File: src/rtl/multichannel_postprocessor.sv
// multichannel_postprocessor: per-channel 2**LOG2_AVG block averager with valid/ready output register.
// Define POSTPROC_ROUND_EN to round means half toward +inf instead of plain shifting.
module multichannel_postprocessor #(
  parameter int WIDTH    = 32,
  parameter int CHANNELS = 4,
  parameter int LOG2_AVG = 1,
  parameter int SIG      = 1,
  localparam int CW      = CHANNELS > 1 ? $clog2(CHANNELS) : 1
) (
  input  logic             clk,
  input  logic             rstn,
  input  logic             i_clr,
  input  logic             i_vld,
  output logic             i_rdy,
  input  logic [CW-1:0]    i_ch,
  input  logic [WIDTH-1:0] i_data,
  output logic             o_vld,
  input  logic             o_rdy,
  output logic [CW-1:0]    o_ch,
  output logic [WIDTH-1:0] o_data,
  output logic             o_err
);
  // one guard bit above the window sum keeps the rounding add from overflowing
  localparam int AW = WIDTH + LOG2_AVG + 1;
  localparam int NW = LOG2_AVG > 0 ? LOG2_AVG : 1;
  localparam logic [NW-1:0] LAST = NW'((1 << LOG2_AVG) - 1);
`ifdef POSTPROC_ROUND_EN
  localparam logic [AW-1:0] RND = AW'((64'd1 << LOG2_AVG) >> 1);
`else
  localparam logic [AW-1:0] RND = '0;
`endif
  logic [AW-1:0]    acc [CHANNELS];
  logic [NW-1:0]    cnt [CHANNELS];
  logic [AW-1:0]    base, sum, rsum;
  logic [NW-1:0]    bcnt;
  logic [WIDTH-1:0] mean;
  logic             take, ok, last;
  // a clear coinciding with a sample makes that sample the first of a fresh window
  always_comb begin
    i_rdy = !o_vld || o_rdy;
    take  = i_vld && i_rdy;
    ok    = 32'(i_ch) < CHANNELS;
    base  = '0;
    bcnt  = '0;
    for (int k = 0; k < CHANNELS; k++)
      if (32'(i_ch) == k && !i_clr) begin
        base = acc[k];
        bcnt = cnt[k];
      end
    sum  = base + {{(AW-WIDTH){SIG != 0 && i_data[WIDTH-1]}}, i_data};
    rsum = sum + RND;
    mean = SIG != 0 ? WIDTH'($signed(rsum) >>> LOG2_AVG) : WIDTH'(rsum >> LOG2_AVG);
    last = bcnt == LAST;
  end
  always_ff @(posedge clk or negedge rstn)
    if (!rstn) begin
      for (int k = 0; k < CHANNELS; k++) begin
        acc[k] <= '0;
        cnt[k] <= '0;
      end
      o_vld  <= 1'b0;
      o_ch   <= '0;
      o_data <= '0;
      o_err  <= 1'b0;
    end else begin
      o_err <= take && !ok;
      if (take && ok && last) begin
        o_vld  <= 1'b1;
        o_ch   <= i_ch;
        o_data <= mean;
      end else if (o_rdy) o_vld <= 1'b0;
      for (int k = 0; k < CHANNELS; k++)
        if (take && ok && 32'(i_ch) == k) begin
          acc[k] <= last ? '0 : sum;
          cnt[k] <= last ? '0 : bcnt + 1'b1;
        end else if (i_clr) begin
          acc[k] <= '0;
          cnt[k] <= '0;
        end
    end
endmodule

File: config.mk
export PLATFORM = sky130hd
export DESIGN_NAME = multichannel_postprocessor
export DESIGN_NICKNAME = d
export VERILOG_FILES = /design/src/rtl/multichannel_postprocessor.sv
export SDC_FILE = /design/constraint.sdc
export NUM_CORES = 1
export LEC_CHECK = 0
export BUFFER_PORTS_ARGS = -buffer_cell sky130_fd_sc_hd__buf_2
export CORE_UTILIZATION = 55
export CTS_CLUSTER_DIAMETER = 200
export DETAILED_ROUTE_END_ITERATION = 6
export GPL_TIMING_DRIVEN = 0
export PLACE_DENSITY = 0.74
export SYNTH_ARGS = -nofsm -noshare
export SYNTH_HDL_FRONTEND = slang
export SYNTH_SLANG_ARGS = --single-unit
File: constraint.sdc
create_clock -name clk -period 3.5 [get_ports clk]
set_clock_uncertainty 0.1 [all_clocks]
set_input_delay 0.525 -clock clk [delete_from_list [all_inputs] [get_ports clk]]
set_output_delay 0.525 -clock clk [all_outputs]
set_load 0.05 [all_outputs]
==> qor.txt, run 1 <==
Worst Slack Setup Final = -0.0370 ns
CP Launch Type = flop
cell mode on critical path = and2_4
Worst R2R Start = acc[0]
PwrDens = 552 nW/µm²
worst skew pair latency = 0.45 ns
setup TNS = -0.120 ns
CP cell instances = mux4_2 -> and2_4 -> ha_4 -> inv_2 -> fa_2 -> and2b_2 -> o2111ai_4 -> a2111oi_4 -> o311ai_4 -> buf_4 -> o21ai_4 -> and2_4 -> a221o_1
Critical Path RT = 3.72 ns
Synth cell types = 66
Static Leakage = 0.00533 µW
die height = 135 µm
Hold EP = cnt[3]
Core Util, Final = 0.679
Global Route Usage Sum = 0.330
Fmax = 283 MHz
CTS H-tree depth = 4
die footprint = 18200 µm²
worst hold start = i_clr
final-stage net count = 1074
syn avg cell area = 10.7 µm²
endpoints failing hold = 0
wire per inst = 23.4 µm
WHS = 0.354 ns
final wirelength = 28900 µm
via-per-instance ratio = 6.69
vias in the first global route = 8052
Setup-failing EPs final = 5
VDD IR max = 0.000587 V
DP Worst Slack = -1.10 ns
multi-input combinational cell area = 5520 µm²
post-synthesis instance total = 904
Detail Route Antenna Nets = 0
TritonCTS clock tree = done
Synthesis Warnings = 0
hold path cells = 3
Mapped Nets = 976
violated checks = setup timing
sequential fraction of the synthesis area = 0.441
mapped cell area = 9700 µm²
Reg area = 4280 µm²
area grow syn2layout = 20.7%
Max Cap Viol = 0
Async SR Flop Fraction = 1.00
crit-path max FO = 6
Post-route DRC = 0
TritonCTS Buffers = 17
Buf+Inv Stages, Crit Path = 2
DRT Pass-1 Iters = 5
Worst-Margin Slew = 0.988 ns
CP endpoint kind = flop
CTS sink cnt = 171
slowest stage delay, CP = 0.47 ns
Slew headroom = 0.342
status = finished, violations left
Antenna Cells = 0
Worst path depth = 13
crit path DAT = 3.76 ns
Routability Congestion = 0.964
io pins = 76
Core Area = 17200 µm²
unrepaired setup endpoints after global routing = yes
PortBufs = 74
HP Class = in -> reg
total grt overflow = 0
root buf cell = clkbuf_16
global-route wire length before repair = 45000 µm
EDFF count, synth = 0
post-route minimum period = 3.54 ns
Top Family by Delay on Critical Path = compound AO/OA/AOI/OAI gates
share of layout cells above drive strength 1 = 0.268
initial antenna violation count = 1
largest net degree at the start of global routing = 110
R2R cell count = 13
via count = 8280
Final Slew Violations = 0
worst r2r dst = acc[128]
R2R setup slack = -0.04 ns
period utilization = 1.01
WS Path Type = reg -> reg
Synth Register Bits = 171
Clk pin slew, worst setup/hold paths = 0.07 ns
top_reg_cell synth = dfrtp_1
DRT iter0 DRCs = 844
Die Span X = 135 µm
CTS Buffer Depth = 2
Filler cells = 1307
Initial Utilization = 0.563
Detailed Place HPWL = 19400 µm
# rows = 48
critical path's slowest cell = mux4_2
cells in the mapped netlist, types with 9 or more instances:
cell type  instances  share of area
dfrtp_1          171           0.44
a22o_1            85          0.077
nand2_1           75          0.029
clkbuf_1          59          0.023
o21ai_0           45          0.023
a21oi_1           42          0.022
nor2_1            41          0.016
and2_1            40          0.026
mux4_2            33          0.077
ha_1              32          0.041
nand3_1           27          0.014
mux2_2            22          0.026
a21o_1            19          0.015
a211oi_1          14          0.011
nand4_1           14         0.0090
mux2i_1           13          0.013
xnor2_1           12          0.011
inv_1             11         0.0043
a211o_1           10         0.0090
nor3_1             9         0.0046
worst max-delay path by stage:
stage | from | endpoint | slack (ns)
4_1_cts | acc[0] | acc[60] | -0.06
5_1_grt | acc[0] | acc[128] | -0.1
3_3_place_gp | i_clr | o_data[30] | -1.09
6_report | acc[0] | acc[128] | -0.04
3_5_place_dp | i_clr | acc[65] | -1.10
2_1_floorplan | i_ch[1] | acc[22] | -0.11
flip-flops by register name (all words and copies together) (netlist names):
name	count
o_vld	1
o_data	32
cnt	4
acc	132
o_ch	2
worst min-delay path, delay by kind of cell:
kind	cells	cell delay, ns
simple gates	2	0.18
buf+inv	1	0.15
cell families (layout without fill, tap and decap cells):
family | count (synthesis) | after routing | synth area share
AOI/OAI and AO/OA | 288 | 288 | 0.224
and+or+nand+nor | 242 | 242 | 0.124
DFF | 171 | 171 | 0.441
buffers and inverters | 80 | 189 | 0.0322
muxes | 69 | 69 | 0.117
adders and majority gates | 33 | 33 | 0.0433
xor gates and xnor gates | 20 | 20 | 0.0181
other | 1 | 1 | 0.000387
layer usage:
layer | wire length, µm | track usage
met2 | 13100 | 0.502
met5 | 0 | 0
met1 | 12600 | 0.475
met3 | 2290 | 0.0563
met4 | 952 | 0.125
timing repair:
item                                    CTS  global route
hold buffers                              1             0
buffers inserted                         11             5
gates cloned                              1             0
endpoints found under the setup margin   81            85
pin swaps                                23            22
endpoints found under the hold margin    62             0
gates resized for setup                  61            40
layout by cell type, fill, tap and decap left out, types with 8 or more instances in the layout:
cell type  Yosys  routed
nand2_1       75      75
xnor2_1       12      10
o21ai_0       45      35
buf_4          1      14
inv_1         11       9
buf_2          7      71
mux2i_1       13      10
and2_1        40      37
mux2_2        22      21
a211o_1       10      10
nor2_1        41      41
nand3_1       27      26
o21ai_1        3       9
a21oi_1       42      31
a21oi_2        2       9
nand4_1       14      14
nor3_1         9       8
a22o_1        85      85
clkbuf_1      59      35
ha_1          32      24
a21o_1        19      18
clkbuf_16      0      17
dfrtp_1      171     171
mux4_2        33      33
power by group:
group          internal, µW  leakage [µW]  total, µW  switching (µW)
combinational           641       0.00276       2020            1380
sequential             2270       0.00227       2430             160
clock                  1180      0.000290       2010             834
per-stage QoR:
stage | total power (µW) | cell area, µm² | cells
3_3_place_gp | 4330 | 10600 | 1203
6_report | 6470 | 11700 | 1238
4_1_cts | 6410 | 11600 | 1238
3_5_place_dp | 4370 | 10600 | 1204
2_1_floorplan | 3850 | 9930 | 904
5_1_grt | 6680 | 11700 | 1238
cell type report:
cell class | instances | area share
clock buffer | 21 | 0.0402
tap | 225 | 0.0240
timing repair buffer | 93 | 0.0526
multi-input combinational | 653 | 0.472
buffer | 55 | 0.0302
sequential | 171 | 0.366
clock inverter | 9 | 0.0118
inverter | 11 | 0.00374
(Power assumes the default switching activity.)
==> inputs of run 2 (changes only) <==
Settings changed: GPL_TIMING_DRIVEN 0 to not set, SKIP_CTS_REPAIR_TIMING set to 1.
==> run 2 against run 1 <==
Effect of this change: the run ends with hold timing left; register-to-register slack gained 0.06 ns; total power is 2.9% higher; sequential power is essentially flat; core utilization is 4.0 points higher; critical path depth is the same; worst setup slack gained 0.060 ns; global-route usage fell by 0.19 points; cell count is 7.8% higher; flip-flop and latch count did not move; combinational power grew 4%; critical path type unchanged; critical endpoint is now acc[64].
==> qor.txt, run 2 (same netlist as run 1, synthesis figures left out) <==
status = finished, violations left
violated checks = hold timing
CP Launch Type = flop
Initial Utilization = 0.563 (unchanged)
TritonCTS Buffers = 17 (unchanged)
CTS H-tree depth = 4 (unchanged)
Clk pin slew, worst setup/hold paths = 0.07 ns (about the same)
VDD IR max = 0.000551 V (-6.2%)
TritonCTS clock tree = done
endpoints failing hold = 5 (+5)
CP endpoint kind = flop
Setup-failing EPs final = 0 (-5)
area grow syn2layout = 27.8%
critical path's slowest cell = a2111oi_4
initial antenna violation count = 0 (-1)
PortBufs = 74 (unchanged)
Crit. Startpoint = acc[102]
share of layout cells above drive strength 1 = 0.346 (+0.0784)
slowest stage delay, CP = 0.46 ns (about the same)
DRT Pass-1 Iters = 7 (+2)
Top Family by Delay on Critical Path = compound AO/OA/AOI/OAI gates
crit-path max FO = 5 (-1)
worst skew pair latency = 0.45 ns (about the same)
Post-route DRC = 0 (unchanged)
WS Path Type = reg -> reg
CTS sink cnt = 171 (unchanged)
Die Span X = 135 µm (unchanged)
Antenna Cells = 0 (unchanged)
period utilization = 0.993 (-0.0172)
Detailed Place HPWL = 19900 µm (+2.6%)
wire per inst = 21.5 µm (-7.8%)
CP cell instances = mux4_2 -> and2_4 -> ha_4 -> inv_2 -> fa_2 -> and2b_2 -> o2111ai_4 -> a2111oi_4 -> o311ai_4 -> o41ai_4 -> buf_6 -> mux2i_1 -> o311ai_1
R2R cell count = 13 (unchanged)
Global Route Usage Sum = 0.328 (-0.00190)
via-per-instance ratio = 6.33 (-5.3%)
DP Area = 11500 µm² (+8.1%)
io pins = 76 (unchanged)
Detail Route Antenna Nets = 0 (unchanged)
final wirelength = 28800 µm (-0.61%)
vias in the first global route = 8449 (+4.9%)
die footprint = 18200 µm² (unchanged)
max FFs per register = 132 (unchanged)
worst r2r dst = acc[64]
Final Slew Violations = 0 (unchanged)
Worst R2R Start = acc[102]
Reg with most FFs = acc
DP Worst Slack = -0.544 ns (+0.561 ns)
R2R setup slack = 0.02 ns (+0.06 ns)
Worst Slack Setup Final = 0.0232 ns (+0.0602 ns)
DRT iter0 DRCs = 684 (-19%)
Worst-Margin Slew = 1.09 ns (+0.103 ns)
largest net degree at the start of global routing = 71 (-35%)
Worst path depth = 13 (unchanged)
Static Leakage = 0.00591 µW (+11%)
die height = 135 µm (unchanged)
via count = 8455 (+2.1%)
CTS Buffer Depth = 2 (unchanged)
total grt overflow = 0 (unchanged)
Routability Congestion = 0.929 (-3.6%)
setup TNS = 0 ns (+0.120 ns)
root buf cell = clkbuf_16
Setup crit end = acc[64]
Max Cap Viol = 0 (unchanged)
biggest regs = acc: 132 flops, o_data: 32 flops, cnt: 4 flops
PwrDens = 537 nW/µm² (-2.8%)
HP Class = in -> async
Slew headroom = 0.273 (-0.0688)
# rows = 48 (unchanged)
most common cell after layout, fill and taps aside = dfrtp_1
highest-count cells in the layout ignoring fill and taps = dfrtp_1, buf_4, a22o_1, nand2_1, buf_2
post-route minimum period = 3.48 ns (-0.0602 ns)
final-stage net count = 1169 (+8.8%)
Fmax = 288 MHz (+1.7%)
global-route wire length before repair = 45400 µm (+1.0%)
unrepaired setup endpoints after global routing = yes
WHS = -0.00371 ns (-0.358 ns)
Design Power = 6650 µW (+2.9%)
crit path DAT = 3.68 ns (-0.08 ns)
Design Area, Final = 12400 µm² (+5.9%)
Critical Path RT = 3.70 ns (-0.02 ns)
Core Area = 17200 µm² (unchanged)
Buf+Inv Stages, Crit Path = 2 (unchanged)
[run 2: cell count changes in the layout (fill, tap and decap cells not counted), moves of 4 or more]
cell and delta:
inv_6 +5, clkbuf_2 -7, clkbuf_1 -35, buf_4 +145, o21ai_0 +6, clkbuf_8 -4
[run 2: metrics by stage]
| stage | util | instances |
|---|---|---|
| final | 0.719 | 1335 |
| after detailed placement | 0.666 | 1292 |
| after global placement | 0.666 | 1292 |
| after CTS | 0.704 | 1324 |
| after floorplan | - | 904 |
| after global routing | 0.719 | 1335 |
[run 2: worst min-delay path by stage]
stage | cells after the start | endpoint | slack (ns)
after floorplan | 0 | acc[0] | 0.13
after global placement | 2 | acc[103] | 0.36
after detailed placement | 2 | o_data[31] | 0.36
after CTS | 1 | acc[118] | 0.03
after global routing | 1 | acc[84] | 0.05
final | 1 | acc[118] | -0.004
[run 2: power breakdown]
part	internal, µW	switching (µW)	leakage, µW	total, µW
Clock	1220	884	0.000316	2110
Sequential	2270	161	0.00227	2430
Combinational	733	1380	0.00332	2110
[run 2: cell type report]
class | instances | area (µm²)
clock inverters | 15 | 224
fillers | 1206 | 4840
multi-input cells | 653 | 5370
well taps | 225 | 282
flip-flops and latches | 171 | 4280
clock buffers | 17 | 425
repair buffers | 243 | 1770
inverters | 11 | 41.3
[run 2: metal layers]
| metal | up-vias | part of all wire | GRT usage | wire length, µm |
|---|---|---|---|---|
| li1 | 3808 | - | - | - |
| met1 | 4266 | 0.44 | 0.454 | 12500 |
| met2 | 336 | 0.48 | 0.528 | 13900 |
| met3 | 45 | 0.062 | 0.0593 | 1780 |
| met4 | 0 | 0.020 | 0.0999 | 563 |
| met5 | - | 0 | 0 | 0 |
